`config.mk`:
```
export PLATFORM = sky130hd
export DESIGN_NAME = vend_sequencer
export DESIGN_NICKNAME = d
export VERILOG_FILES = /design/src/rtl/vend_pkg.sv /design/src/rtl/change_select.sv /design/src/rtl/vend_sequencer.sv
export SDC_FILE = /design/constraint.sdc
export NUM_CORES = 1
export LEC_CHECK = 0
export ABC_AREA = 1
export CAP_MARGIN = 30
export CORE_AREA = 2 2 79 74
export DETAILED_ROUTE_END_ITERATION = 10
export DIE_AREA = 0 0 81 76
export PLACE_DENSITY = 0.85
export SYNTH_ARGS = -nofsm -noshare
export SYNTH_HDL_FRONTEND = slang
export SYNTH_SLANG_ARGS = --single-unit
export TNS_END_PERCENT = 20
```
`constraint.sdc`:
```
create_clock -name Clock -period 3.9 [get_ports Clock]
set_clock_uncertainty 0.05 [all_clocks]
set_input_delay 0.585 -clock Clock [delete_from_list [all_inputs] [get_ports Clock]]
set_output_delay 0.585 -clock Clock [all_outputs]
set_load 0.02 [all_outputs]
```
`src/rtl/vend_pkg.sv`:
```
// Shared types and constants for the vending transaction sequencer.
// Coin codes double as the HopperCoin output encoding.
package vend_pkg;

    typedef enum logic [2:0] {
        ST_IDLE     = 3'd0,
        ST_CREDIT   = 3'd1,
        ST_VEND     = 3'd2,
        ST_CHG_SEL  = 3'd3,
        ST_CHG_WAIT = 3'd4,
        ST_CHG_GAP  = 3'd5
    } state_t;

    typedef enum logic [1:0] {
        COIN_NONE = 2'b00,
        COIN_Q    = 2'b01,
        COIN_D    = 2'b10,
        COIN_N    = 2'b11
    } coin_t;

    localparam logic [6:0] VAL_Q = 7'd25;
    localparam logic [6:0] VAL_D = 7'd10;
    localparam logic [6:0] VAL_N = 7'd5;

    localparam int MAX_CREDIT_DEF = 95;

    // Timeout-mask bit owned by each coin type: bit0 quarter, bit1 dime, bit2 nickel.
    function automatic logic [2:0] coin_mask_bit(input coin_t c);
        case (c)
            COIN_Q:  return 3'b001;
            COIN_D:  return 3'b010;
            COIN_N:  return 3'b100;
            default: return 3'b000;
        endcase
    endfunction

endpackage

```
`src/rtl/change_select.sv`:
```
// Greedy change-coin picker: largest coin not exceeding the credit whose tube
// is stocked and which has not timed out during the current transaction.
module change_select
    import vend_pkg::*;
(
    input  logic [6:0] credit,
    input  logic       qempty,
    input  logic       dempty,
    input  logic       nempty,
    input  logic [2:0] tmo_mask,
    output coin_t      coin,
    output logic [6:0] value
);

    always_comb begin
        coin  = COIN_NONE;
        value = '0;
        if (credit >= VAL_Q && !qempty && !tmo_mask[0]) begin
            coin  = COIN_Q;
            value = VAL_Q;
        end else if (credit >= VAL_D && !dempty && !tmo_mask[1]) begin
            coin  = COIN_D;
            value = VAL_D;
        end else if (credit >= VAL_N && !nempty && !tmo_mask[2]) begin
            coin  = COIN_N;
            value = VAL_N;
        end
    end

endmodule

```
`src/rtl/vend_sequencer.sv`:
```
// Single owner of vending credit: accepts coins, arbitrates Buy/Refund,
// strobes the dispenser and pays change one coin at a time via the hopper.
module vend_sequencer
    import vend_pkg::*;
#(
    parameter int MAX_CREDIT  = MAX_CREDIT_DEF,
    parameter int PRICE0      = 25,
    parameter int PRICE1      = 50,
    parameter int PRICE2      = 65,
    parameter int PRICE3      = 85,
    parameter int VEND_CYCLES = 4,
    parameter int ACK_TIMEOUT = 15
) (
    input  logic       Clock,
    input  logic       Reset,
    input  logic       Quarters,
    input  logic       Dimes,
    input  logic       Nickles,
    input  logic [3:0] Buy,
    input  logic       Refund,
    input  logic       HopperAck,
    input  logic       QEmpty,
    input  logic       DEmpty,
    input  logic       NEmpty,
    output logic [6:0] Credit,
    output logic [3:0] Vending,
    output logic       HopperReq,
    output logic [1:0] HopperCoin,
    output logic       Reject,
    output logic       Busy,
    output logic       Error
);

    localparam int VW = $clog2(VEND_CYCLES + 1);
    localparam int TW = $clog2(ACK_TIMEOUT + 1);

    state_t        state, state_n;
    logic [6:0]    credit, credit_n;
    logic [6:0]    hval, hval_n;
    logic [3:0]    item, item_n;
    logic [VW-1:0] vcnt, vcnt_n;
    logic [TW-1:0] tcnt, tcnt_n;
    logic [2:0]    mask, mask_n;
    logic          req, req_n;
    coin_t         hcoin, hcoin_n;
    logic          reject, reject_n;
    logic          error, error_n;

    coin_t         sel_coin;
    logic [6:0]    sel_value;
    logic          coin_any;
    logic [6:0]    coin_sum;
    logic [7:0]    credit_plus;
    logic [3:0]    buy_oh;
    logic [6:0]    buy_price;
    logic          buy_hit;

    function automatic logic [6:0] price_of(input int idx);
        case (idx)
            0:       return 7'(PRICE0);
            1:       return 7'(PRICE1);
            2:       return 7'(PRICE2);
            default: return 7'(PRICE3);
        endcase
    endfunction

    assign coin_any    = Quarters | Dimes | Nickles;
    assign coin_sum    = (Quarters ? VAL_Q : 7'd0) + (Dimes ? VAL_D : 7'd0) + (Nickles ? VAL_N : 7'd0);
    assign credit_plus = {1'b0, credit} + {1'b0, coin_sum};

    // Descending scan so the lowest set Buy bit is the one that sticks.
    always_comb begin
        buy_oh    = '0;
        buy_price = '0;
        for (int i = 3; i >= 0; i--) begin
            if (Buy[i]) begin
                buy_oh    = '0;
                buy_oh[i] = 1'b1;
                buy_price = price_of(i);
            end
        end
        buy_hit = (buy_oh != '0) && (credit >= buy_price);
    end

    change_select u_change_select (
        .credit   (credit),
        .qempty   (QEmpty),
        .dempty   (DEmpty),
        .nempty   (NEmpty),
        .tmo_mask (mask),
        .coin     (sel_coin),
        .value    (sel_value)
    );

    always_ff @(posedge Clock) begin
        if (Reset) state <= ST_IDLE;
        else       state <= state_n;
    end

    always_ff @(posedge Clock) begin
        if (Reset) begin
            credit <= '0;
            hval   <= '0;
            item   <= '0;
            vcnt   <= '0;
            tcnt   <= '0;
            mask   <= '0;
            req    <= 1'b0;
            hcoin  <= COIN_NONE;
            reject <= 1'b0;
            error  <= 1'b0;
        end else begin
            credit <= credit_n;
            hval   <= hval_n;
            item   <= item_n;
            vcnt   <= vcnt_n;
            tcnt   <= tcnt_n;
            mask   <= mask_n;
            req    <= req_n;
            hcoin  <= hcoin_n;
            reject <= reject_n;
            error  <= error_n;
        end
    end

    always_comb begin
        state_n  = state;
        credit_n = credit;
        hval_n   = hval;
        item_n   = item;
        vcnt_n   = vcnt;
        tcnt_n   = tcnt;
        mask_n   = mask;
        req_n    = req;
        hcoin_n  = hcoin;
        error_n  = error;
        reject_n = coin_any && !(state == ST_IDLE || state == ST_CREDIT);
        case (state)
            ST_IDLE, ST_CREDIT: begin
                mask_n = '0;
                if (coin_any) begin
                    if (credit_plus > 8'(MAX_CREDIT)) begin
                        reject_n = 1'b1;
                    end else begin
                        credit_n = credit_plus[6:0];
                        error_n  = 1'b0;
                    end
                end
                // Affordability uses pre-coin credit; any accepted coin still lands.
                if (buy_hit) begin
                    credit_n = credit_n - buy_price;
                    item_n   = buy_oh;
                    vcnt_n   = '0;
                    state_n  = ST_VEND;
                end else if (Refund && state == ST_CREDIT) begin
                    state_n = ST_CHG_SEL;
                end else begin
                    state_n = (credit_n == '0) ? ST_IDLE : ST_CREDIT;
                end
            end
            ST_VEND: begin
                if (vcnt == VW'(VEND_CYCLES - 1)) state_n = ST_CHG_SEL;
                else                              vcnt_n  = vcnt + 1'b1;
            end
            ST_CHG_SEL: begin
                if (credit == '0) begin
                    state_n = ST_IDLE;
                end else if (sel_coin != COIN_NONE) begin
                    req_n   = 1'b1;
                    hcoin_n = sel_coin;
                    hval_n  = sel_value;
                    tcnt_n  = '0;
                    state_n = ST_CHG_WAIT;
                end else begin
                    error_n = 1'b1;
                    state_n = ST_CREDIT;
                end
            end
            ST_CHG_WAIT: begin
                if (HopperAck) begin
                    credit_n = credit - hval;
                    req_n    = 1'b0;
                    hcoin_n  = COIN_NONE;
                    state_n  = ST_CHG_GAP;
                end else if (tcnt == TW'(ACK_TIMEOUT - 1)) begin
                    mask_n  = mask | coin_mask_bit(hcoin);
                    req_n   = 1'b0;
                    hcoin_n = COIN_NONE;
                    state_n = ST_CHG_GAP;
                end else begin
                    tcnt_n = tcnt + 1'b1;
                end
            end
            ST_CHG_GAP: state_n = ST_CHG_SEL;
            default:    state_n = ST_IDLE;
        endcase
    end

    always_comb begin
        Vending = (state == ST_VEND) ? item : 4'b0000;
        Busy    = (state == ST_VEND) || (state == ST_CHG_SEL) ||
                  (state == ST_CHG_WAIT) || (state == ST_CHG_GAP);
    end

    assign Credit     = credit;
    assign HopperReq  = req;
    assign HopperCoin = hcoin;
    assign Reject     = reject;
    assign Error      = error;

endmodule

```
== Word level (Yosys, flattened, before mapping) ==
Cells that the tools add are included.

* Flip-flop bits (word level): 36
* Output and inout bits: 17
* Word-level logic and storage cells: 155

* Add/subtract/negate cells: 7
* Order comparisons: 5
* Equality and inequality tests: 23
* Multiplexer cells: 66
* Bitwise logic cells: 4
* Reductions and logical operators: 39

{| class="wikitable"
|+ Operator list
! kind !! count
|-
| 7-bit two-way mux || 11
|-
| 3-bit two-way mux || 14
|-
| 4-bit two-way mux || 10
|-
| 2-bit != test (second input constant) || 12
|-
| 2-bit two-way mux || 9
|-
| 3-bit one-hot mux with 5 select lines || 1
|-
| 7-bit zero test || 2
|-
| 7-bit one-hot mux with 2 select lines || 1
|-
| 7-bit subtractor || 2
|-
| 1-bit two-way mux || 12
|-
| 3-bit one-hot mux with 2 select lines || 2
|-
| 5-bit AND reduction || 2
|-
| 2-bit nonzero test || 5
|-
| 3-bit by 2-bit equality test with 1-bit output (second input constant) || 3
|-
| 1-bit logical AND || 9
|-
| 3-bit one-hot mux with 3 select lines || 1
|-
| 3-bit AND reduction || 3
|-
| 7-bit by 7-bit adder with 8-bit output || 1
|-
| 8-bit by 7-bit > comparator with 1-bit output (second input constant) || 1
|-
| 4-bit one-hot mux with 2 select lines || 1
|-
| 6-bit by 3-bit adder with 7-bit output || 1
|-
| 7-bit by 3-bit greater-or-equal comparator with 1-bit output (second input constant) || 1
|-
| 7-bit by 4-bit greater-or-equal comparator with 1-bit output (second input constant) || 1
|-
| 7-bit by 5-bit greater-or-equal comparator with 1-bit output (second input constant) || 1
|-
| other kinds (23) || 38
|}

== Depth between registers and ports, before layout ==
Gate-level depths: netlist of run 1.

* Depth after elaboration: 13
* Gate-level depth with buffers: 23
* Gate-level depth less buffers: 22

== Cells and area by module ==
A second synthesis of run 1 with hierarchy kept.

* Cell total of the unflattened synthesis: 470
* Area, all modules: 3166.8 um^2

{| class="wikitable"
|+ Modules (own cells, without submodules)
! module !! instances !! cells an instance !! area each (um^2) !! seq. area each (um^2)
|-
| vend_sequencer || 1 || 423 || 2939.1 || 720.7
|-
| change_select || 1 || 47 || 227.7 || 0.0
|}

== Worst setup path before layout of run 1 ==
No wires, ideal clock.

* Kind: in2reg
* From: input Quarters
* To: register credit[6] (netlist: Credit[6])
* Setup time: 122 ps
* Data arrival time: 3475 ps
* Path slack: 254 ps
* Stages: 21
* Path buffers: 1
* Cells stage by stage: fa_1 -> ha_1 -> fa_1 -> nand3_1 -> nand3_1 -> nand2_1 -> nand3_2 -> nand3_2 -> buf_6 -> inv_2 -> nand2_1 -> nand2_1 -> ha_1 -> a21oi_1 -> nor2_1 -> a211oi_1 -> nand2_1 -> nand2_1 -> nand3_1 -> nand2_1 -> a21oi_2

* Word-level cells in the longest chain between the ends: 11

{| class="wikitable"
|+ RTL lines
! what !! RTL line !! text
|-
| start: declaration || vend_sequencer.sv:16 || <nowiki>input logic Quarters,</nowiki>
|-
| 5-bit two-way mux || vend_sequencer.sv:68 || <nowiki>assign coin_sum = (Quarters ? VAL_Q : 7'd0) + (Dimes ? VAL_D : 7'd0) + (Nickles ? VAL_N : 7'd0);</nowiki>
|-
| 5-bit by 4-bit adder with 6-bit output || vend_sequencer.sv:68 ||
|-
| 6-bit by 3-bit adder with 7-bit output || vend_sequencer.sv:68 ||
|-
| 7-bit by 7-bit adder with 8-bit output || vend_sequencer.sv:69 || <nowiki>assign credit_plus = {1'b0, credit} + {1'b0, coin_sum};</nowiki>
|-
| 8-bit by 7-bit > comparator with 1-bit output || vend_sequencer.sv:142 || <nowiki>if (credit_plus > 8'(MAX_CREDIT)) begin</nowiki>
|-
| 7-bit two-way mux || vend_sequencer.sv:142 ||
|-
| 7-bit two-way mux * || vend_sequencer.sv:141 || <nowiki>if (coin_any) begin</nowiki>
|-
| 7-bit two-way mux * || vend_sequencer.sv:138 || <nowiki>case (state)</nowiki>
|-
| 7-bit subtractor || vend_sequencer.sv:151 || <nowiki>credit_n = credit_n - buy_price;</nowiki>
|-
| 7-bit two-way mux * || vend_sequencer.sv:150 || <nowiki>if (buy_hit) begin</nowiki>
|-
| 7-bit one-hot mux with 2 select lines * || vend_sequencer.sv:138 ||
|-
| end signal: assignment || vend_sequencer.sv:113 || <nowiki>credit <= credit_n;</nowiki>
|-
| end: declaration || vend_sequencer.sv:38 || <nowiki>logic [6:0] credit, credit_n;</nowiki>
|}

Mark *: on every way between the ends. The rest lies on a longest branch, timed or not. The select of a mux whose other input is x is not followed.
A chain may end at the register's enable or synchronous reset.

== Final worst setup path of run 1 ==
* From: input Quarters
* To: register credit[5] (netlist: Credit[5])

Same word-level chain as after synthesis.

==> results of run 1 <==
cell families after synthesis:
family	share of synthesized area
xor gates and xnor gates	0.0175
DFF	0.227
adders and majority gates	0.175
buffers and inverters	0.113
and+or+nand+nor	0.298
AOI/OAI and AO/OA	0.169
tightest hold or removal path: cells and delay by family (launching register included):
family | cells | cell delay (ps)
AOI/OAI and AO/OA | 1 | 60
buffers and inverters | 1 | 50
DFF | 1 | 310
metal layers:
metal  up-vias  part of all wire
met4         0             0.030
met3        30             0.073
met5         -                 0
met2       120              0.46
li1       1521                 -
met1      1356              0.44
cell type report:
type                            count  area share
Clock buffer                        7      0.0233
Clock inverter                      1     0.00135
Inverter                           73      0.0745
Multi-Input combinational cell    313       0.544
Sequential cell                    34       0.183
Tap cell                           70      0.0236
Timing Repair Buffer               63       0.150
stage by stage:
| step | cells | setup TNS (ps) |
|---|---|---|
| 4_1_cts | 561 | 0 |
| 5_1_grt | 561 | 0 |
| 2_1_floorplan | 427 | 0 |
| 3_5_place_dp | 553 | -2220 |
| 3_3_place_gp | 553 | -1210 |
| 6_report | 561 | 0 |
worst max path at each step:
stage	endpoint	from	slack, ps
after floorplan	Credit[6]	Quarters	250
after global placement	Credit[6]	Quarters	-280
after detailed placement	Credit[6]	Quarters	-440
after CTS	Credit[5]	Quarters	10
after global routing	Credit[5]	Quarters	80
final	Credit[5]	Quarters	250
sequential cells by signal, indices dropped and copies added, names as in the netlist:
register / flops
Credit: 7
hval: 5
item: 4
tcnt: 4
mask: 3
state: 3
vcnt: 3
HopperCoin: 2
Error: 1
HopperReq: 1
Reject: 1
layout by cell type (no fill, tap or decap), drive strengths merged, types with 2 or more instances in the layout:
cell type	synthesis	layout
clkbuf	2	7
dfxtp	34	34
a211oi	2	2
or2	5	5
buf	5	33
nand3b	2	2
xor2	4	4
nand2	85	85
inv	70	70
ha	34	34
fa	5	5
nand3	32	32
xnor2	2	2
a31oi	2	2
and2	2	2
nand4	4	4
clkdlybuf4s50	0	27
a21oi	41	41
dlymetal6s2s	0	3
o21ai	35	35
clkinv	3	4
nor2	38	38
nor3	11	11
o211ai	3	3
power groups by stage:
| stage | clock network, W | logic [W] | registers, W |
|---|---|---|---|
| finish | 0.000276 | 0.00248 | 0.000526 |
| detailed placement | 0 | 0.00236 | 0.000529 |
| CTS | 0.000277 | 0.00242 | 0.000524 |
| floorplan | 0 | 0.00149 | 0.000581 |
| global route | 0.000293 | 0.00273 | 0.000535 |
| global placement | 0 | 0.00228 | 0.000527 |
repair_timing:
action | 4_1_cts | 5_1_grt
hold endpoints to repair | 0 | 0
pin swaps | 1 | 2
setup endpoints to repair | 6 | 6
resized for setup | 5 | 5
==> flow_summary.toml, run 1 <==
[critical_path]
slowest_stage = "fa_1"
rrSetupSlack_ps = 380
worst_path_largest_cell_delay_ps = 500
cp.required_ps = 4010
crit_cells = 24
critPathCaptureType = "register"
cpMostUsedCell = "nand2_1"
path_delay_family = "adder cells"
critPathBufInv = 5
cp_cell_sequence = "dlymetal6s2s_1 -> buf_4 -> fa_1 -> ha_4 -> inv_1 -> nand2_1 -> nand3_2 -> nand2_1 -> nand2_1 -> nand3_2 -> nand3_4 -> buf_4 -> nand2_2 -> nand2_1 -> inv_1 -> ha_1 -> a21oi_1 -> nand2_1 -> a21oi_2 -> nor2_1 -> nor2_1 -> xnor2_1 -> o211ai_1 -> a31oi_1"
start_kind = "input port"
worstPathArrival_ps = 3760
crit_type = "in2reg"
rr_endpoint = "Credit[5]"
worstRegToRegCells = 21
crit_fanout = 8
timing.rr.start = "Credit[0]"

[min_path]
whs_path_depth = 2
hp-start = "mask[2]"
whs_endpoint = "mask[2]"
hold_path.class = "reg2reg"

[placed_design]
placed_area_sq_um = 3570
hpwl_microns = 6090
place_congestion = 0.967
portBuffers = 30
dp_slack_ps = -440

[yosys]
yosysSeqAreaShare = 0.227
synthArstFlopShare = 0
yosysTopAreaCell = "dfxtp_1"
ys_seq_elements = 34
synth_common_cells = "nand2_1 (76), inv_1 (64), a21oi_1 (35), nor2_1 (35)"
synth_most_common_cell = "nand2_1"
synth.distinct_cells = 47
synth_edf_count = 0
synth_top_area_share = 0.227
avgSynthCellArea_sq_um = 7.02
synth_nets = 480
ys.flop_type = "dfxtp_1"
synthCells = 427
syn-cell-area_sq_um = 3000
synth.area.top_cells = "dfxtp_1 (23%), ha_1 (14%), nand2_1 (9.5%)"
yosysWarnings = 0

[sta]
tightestPinTransition_ps = 569
fin_crit_ps = 3650
rsz0062_at_grt = "no"
slew_headroom = 0.619
period_share = 0.935
final_hold_viol_count = 0
holdWs_ps = 410
finalWorstSetupSlack_ps = 253
slew_violations = 0
fmaxAchievable_mhz = 274
finalSetupViolCount = 0

[floorplan]
io_pins = 31
start_util = 0.555
core_sq_um = 5400
die-area_sq_um = 6160
num_rows = 26
die_y_microns = 76
die_x_microns = 81

[run]
cap_violations = 0

[route]
detail_route.iter0.violations = 274
via_per_inst = 5.40
num_vias = 3027
wirelength_microns = 7890
drcViolationCount = 0
ant_nets = 0
wl_per_cell_microns = 14.1
firstDrtPassIters = 5

[layout]
fin_util = 0.687
fin_area_sq_um = 3710
multi_input_area_sq_um = 2020
syn_to_final_growth_pct = 23.7
nNetsFinal = 543
antenna_cells = 0
drive_above_1_share = 0.179
regArea_sq_um = 681
nFillCells = 429

[pwr]
p_int_w = 0.00167
power.leakage_nw = 1.75
finalPower_w = 0.00328
switching_share = 0.490
p_sw_w = 0.00161
pwr-share-clk = 0.084
vdd_ir_drop_max_v = 0.000472
p_comb_frac = 0.756
power_frac_seq = 0.160
power.density_nw_per_um2 = 884

[status]
status = "completed"

[clock_tree]
holdBufCountCts = 0
cts_sinks = 34
clock_path_buffers = 2
clk_pin_slew_ps = 70
htreeDepth = 2
insertion_delay_ps = 290
cts_buffers = 5
cts_tree = "yes"
cts-root-buf = "clkbuf_8"
post_cts_buffers = 0

[global_routing]
overflow = 0
grt_max_degree = 20
grt.busiest_layer = "met2"
grt_pass1_vias = 2867
grt_use_met1 = 0.361
grt_pass1_wl_microns = 12900
antenna_found_initial = 0
globalRouteMet2Util = 0.423
globalRouteMet3Util = 0.0403
grtUsageTotal = 0.267
No activity file was read; power rests on OpenSTA's default activity.
==> run 2: changes to the inputs <==
--- a/config.mk
+++ b/config.mk
@@ -11,6 +11,7 @@
 export DETAILED_ROUTE_END_ITERATION = 10
 export DIE_AREA = 0 0 81 76
 export PLACE_DENSITY = 0.85
+export SLEW_MARGIN = 20
 export SYNTH_ARGS = -nofsm -noshare
 export SYNTH_HDL_FRONTEND = slang
 export SYNTH_SLANG_ARGS = --single-unit
==> results of run 2 <==
No change in the layout: final DEF, timing and power equal those of run 1.
==> run 3: changes to the inputs <==
--- a/config.mk
+++ b/config.mk
@@ -11,6 +11,7 @@
 export DETAILED_ROUTE_END_ITERATION = 10
 export DIE_AREA = 0 0 81 76
 export PLACE_DENSITY = 0.85
+export SETUP_SLACK_MARGIN = 0.2
 export SLEW_MARGIN = 20
 export SYNTH_ARGS = -nofsm -noshare
 export SYNTH_HDL_FRONTEND = slang
==> run 3 against run 2 <==
- cell area increased by 3.3%
- via count up 5.4%
- global-route usage hardly changed
- count of clock-buffer cells in the layout unchanged
- wire length rose by 7.7%
- largest cell class unchanged
==> flow_summary.toml, run 3 (same netlist as run 1, synthesis figures left out) <==
[sta]
final_hold_viol_count = 0
fin_crit_ps = 3680
holdWs_ps = 409
finalSetupViolCount = 0
finalWorstSetupSlack_ps = 217
slew_headroom = 0.604
period_share = 0.944
rsz0062_at_grt = "yes"
tightestPinTransition_ps = 590
fmaxAchievable_mhz = 271
slew_violations = 0

[floorplan]
die_y_microns = 76
io_pins = 31
die_x_microns = 81
core_sq_um = 5400
die-area_sq_um = 6160
num_rows = 26
start_util = 0.555

[min_path]
hp-start = "mask[2]"
whs_endpoint = "mask[2]"
hold_path.class = "reg2reg"
whs_path_depth = 2

[route]
wirelength_microns = 8500
detail_route.iter0.violations = 286
wl_per_cell_microns = 15.1
firstDrtPassIters = 6
ant_nets = 0
num_vias = 3189
drcViolationCount = 0
via_per_inst = 5.65

[clock_tree]
holdBufCountCts = 0
htreeDepth = 2
cts-root-buf = "clkbuf_8"
clock_path_buffers = 2
cts_sinks = 34
cts_buffers = 5
clk_pin_slew_ps = 70
insertion_delay_ps = 290
cts_tree = "yes"

[placed_design]
dp_slack_ps = -440
portBuffers = 30
place_congestion = 0.967
dp_cells = 553
hpwl_microns = 6090
placed_area_sq_um = 3570

[critical_path]
worstPathArrival_ps = 3850
cp.required_ps = 4070
worstRegToRegCells = 22
rrSetupSlack_ps = 360
critPathCaptureType = "register"
timing.rr.start = "Credit[0]"
start_kind = "input port"
crit_start = "Quarters"
rr_endpoint = "Credit[5]"
crit_fanout = 8
crit_type = "in2reg"

[layout]
final_common_cell = "nand2_1"
antenna_cells = 0
fin_area_sq_um = 3830
largest_reg_flops = 7
drive_above_1_share = 0.223
layout_common_cells = "nand2_1 (69), inv_1 (62), nor2_1 (35)"
syn_to_final_growth_pct = 27.8
nNetsFinal = 546
fin_cells = 564

[run]
cap_violations = 0

[pwr]
vdd_ir_drop_max_v = 0.000540
power.density_nw_per_um2 = 920
power.leakage_nw = 1.75

[global_routing]
grt_pass1_wl_microns = 12900
grtUsageTotal = 0.267
grt_max_degree = 20
antenna_found_initial = 0
grt_pass1_vias = 2873
overflow = 0

[status]
status = "completed"
-- run 3: worst max-delay path by stage --
stage / depth (start not counted) / slack, ps / end
6_report: 24 / 220 / Credit[5]
5_1_grt: 24 / 60 / Credit[5]
2_1_floorplan: 21 / 250 / Credit[6]
3_5_place_dp: 23 / -440 / Credit[6]
4_1_cts: 24 / 230 / Credit[5]
3_3_place_gp: 23 / -280 / Credit[6]
-- run 3: layout make-up --
cell class | instances | area, sq um
Clock inverter | 1 | 5.00
Sequential cell | 34 | 681
Timing Repair Buffer | 66 | 576
Clock buffer | 7 | 86.3
Fill cell | 403 | 1570
Inverter | 73 | 279
Multi-Input combinational cell | 313 | 2120
Tap cell | 70 | 87.6
-- run 3: metal layers --
metal  vias up  GRT usage  share of wire
met5         -          0              0
met4         0      0.105          0.035
met3        39     0.0403          0.080
met2       173      0.424           0.47
met1      1446      0.362           0.42
li1       1531          -              -
-- run 3: timing repair --
item | 4_1_cts | 5_1_grt
endpoints found under the setup margin | 6 | 6
setup buffers | 0 | 3
pin swaps | 1 | 17
resized for setup | 10 | 31
-- run 3: critical path, stage by stage --
cell	delay, ps
buf_2	130
buf_6	120
fa_1	520
ha_4	320
buf_12	100
nand3_4	80
nand2_2	90
nand2_2	70
nand2_2	80
nand3_4	80
nand3_4	150
inv_4	50
nand2_1	50
and2_4	140
inv_2	50
ha_1	290
nand3_1	110
nand2_1	90
a21oi_2	140
nor2_1	50
nor2_1	120
xnor2_1	130
o211ai_1	110
a31oi_1	180
-- run 3: stage by stage --
stage | power, W | utilization | setup TNS, ps
3_3_place_gp | 0.00280 | 0.661 | -1210
6_report | 0.00352 | 0.710 | 0
5_1_grt | 0.00379 | 0.710 | 0
4_1_cts | 0.00322 | 0.685 | 0
2_1_floorplan | 0.00207 | - | 0
3_5_place_dp | 0.00289 | 0.661 | -2220
-- run 3: power by group --
part | leakage [nW] | switching, W | internal, W
sequential | 0.278 | 0.0000898 | 0.000440
clock | 0.0482 | 0.000130 | 0.000142
combinational | 1.43 | 0.00151 | 0.00121
==> variant (flow settings as in run 2) <==
Change the parameter `ACK_TIMEOUT` from 15 to 16.
--- a/src/rtl/vend_sequencer.sv
+++ b/src/rtl/vend_sequencer.sv
@@ -11,3 +11,3 @@
     parameter int VEND_CYCLES = 4,
-    parameter int ACK_TIMEOUT = 15
+    parameter int ACK_TIMEOUT = 16
 ) (
Check against the original RTL: no difference found for any inputs over 4 cycles, from zero or initial values and one cycle with Reset high; that may be too few to reach the edited logic, so the function may still have changed.
==> variant against run 2 <==
  * Sequential cell count increased by 1
  * Final cell count unchanged
  * Power increased by 1.6%
  * Die area unchanged
  * Wire length increased by 2.4%
  * Largest power group unchanged
  * Setup slack got worse by 0.051 ns
  * Synthesized cell count increased by 0.70%
  * Count of clock-buffer cells in the layout decreased by 1
  * Highest routed layer unchanged
  * Area after synthesis decreased by 3.1%
  * Design area decreased by 0.71%
  * Critical path type unchanged
  * Sequential power decreased by 2%
==> variant: results <==
# TYPE chip_impl_metric gauge
chip_impl_metric{name="pg_seq",unit="W"} 0.000517
chip_impl_metric{name="first_global_vias",unit=""} 3023
chip_impl_metric{name="synth.lib_cells_used.distinct",unit=""} 38
chip_impl_metric{name="pre_cts_slack",unit="ns"} -0.618
chip_impl_metric{name="comb_power_share",unit=""} 0.727
chip_impl_metric{name="drt_wl_total",unit="um"} 8080
chip_impl_info{name="run_status",value="complete, no violations"} 1
chip_impl_metric{name="dr.first_iter.drc_count",unit=""} 286
chip_impl_metric{name="synth_fp_nets",unit=""} 483
chip_impl_metric{name="place_area",unit="sq um"} 3490
chip_impl_metric{name="grt_util_all_layers",unit=""} 0.279
chip_impl_metric{name="post_synth_inst_count",unit=""} 430
chip_impl_metric{name="slew_headroom",unit=""} 0.543
chip_impl_metric{name="reg2reg_setup_slack",unit="ns"} 0.36
chip_impl_metric{name="detailed_route_via_count",unit=""} 3127
chip_impl_metric{name="share_seq_of_total_power",unit=""} 0.155
chip_impl_metric{name="period_minus_slack",unit="ns"} 3.70
chip_impl_info{name="yosys-top-cells-area",value="sky130_fd_sc_hd__dfxtp_1 (24%), sky130_fd_sc_hd__ha_1 (15%), sky130_fd_sc_hd__nand2_1 (10%)"} 1
chip_impl_metric{name="vdd.ir_drop.worst",unit="uV"} 411
chip_impl_metric{name="postCtsResizedCells",unit=""} 14
chip_impl_metric{name="cellLeakagePower",unit="nW"} 1.72
chip_impl_metric{name="ys_seq_elements",unit=""} 35
chip_impl_metric{name="place_congestion",unit=""} 0.934
chip_impl_metric{name="finalHoldWorstSlack",unit="ns"} 0.412
chip_impl_metric{name="power.switching_fraction",unit=""} 0.479
chip_impl_metric{name="multi_input_area",unit="sq um"} 1970
chip_impl_metric{name="cp.arrival",unit="ns"} 3.83
chip_impl_metric{name="n_fill_cell",unit=""} 438
chip_impl_metric{name="maximum_number_of_pins_on_one_net_before_global_route_repair",unit=""} 18
chip_impl_metric{name="avgRoutedWirePerCell",unit="um"} 14.4
chip_impl_metric{name="drtPass1Iterations",unit=""} 6
chip_impl_info{name="synth_top_cells_by_count",value="sky130_fd_sc_hd__nand2_1 (79), sky130_fd_sc_hd__inv_1 (63), sky130_fd_sc_hd__a21oi_1 (40), sky130_fd_sc_hd__nor2_1 (40), sky130_fd_sc_hd__dfxtp_1 (35)"} 1
chip_impl_metric{name="synth.yosys.seq_area_share",unit=""} 0.241
chip_impl_metric{name="layout-drive-gt1-share",unit=""} 0.145
chip_impl_info{name="worst_path_max_delay_cell",value="sky130_fd_sc_hd__fa_2"} 1
chip_impl_metric{name="dpl_wire_length",unit="um"} 6130
chip_impl_metric{name="clock_insertion_delay_worst_skew",unit="ns"} 0.29
chip_impl_metric{name="critPathMaxFanout",unit=""} 9
==> variant: changes by cell type in the layout (fill, tap and decap cells not counted), sizes merged, moves of 3 or more <==
cell / before / now
a211oi: 2 / 5
clkinv: 4 / 0
dlymetal6s2s: 3 / 0
nand3: 32 / 23
nor2: 38 / 41
o21ai: 35 / 39
==> variant: cells by family (layout without fill, tap and decap cells) <==
| logic type | after synthesis | after routing | share of synthesized area |
|---|---|---|---|
| AOI/OAI and AO/OA | 99 | 99 | 0.193 |
| and+or+nand+nor | 174 | 174 | 0.266 |
| DFF | 35 | 35 | 0.241 |
| adders and majority gates | 39 | 39 | 0.181 |
| buffers and inverters | 78 | 139 | 0.104 |
| xor gates and xnor gates | 5 | 5 | 0.0151 |
==> variant: layout make-up <==
type / count / share of cell area
Multi-Input combinational cell: 317 / 0.535
Tap cell: 70 / 0.0238
Sequential cell: 35 / 0.190
Timing Repair Buffer: 62 / 0.145
Clock buffer: 6 / 0.0197
Inverter: 69 / 0.0703
Clock inverter: 2 / 0.0163
==> variant: metal layers <==
layer | wire length [um] | track usage | up-vias
li1 | - | - | 1552
met3 | 523 | 0.0462 | 15
met1 | 3510 | 0.372 | 1435
met2 | 3900 | 0.457 | 125
met5 | 0 | 0 | -
met4 | 150 | 0.0915 | 0
==> variant: path summary, 6_finish.rpt <==
path,endpoint,depth (start not counted),start
setup / recovery,Credit[6]$_SDFFE_PP0P_,23,Nickles
hold / removal,vcnt[2]$_SDFFE_PP0P_,2,vcnt[2]$_SDFFE_PP0P_
setup reg to reg,Credit[6]$_SDFFE_PP0P_,22,Credit[0]$_SDFFE_PP0P_
hold reg to reg,vcnt[2]$_SDFFE_PP0P_,2,vcnt[2]$_SDFFE_PP0P_
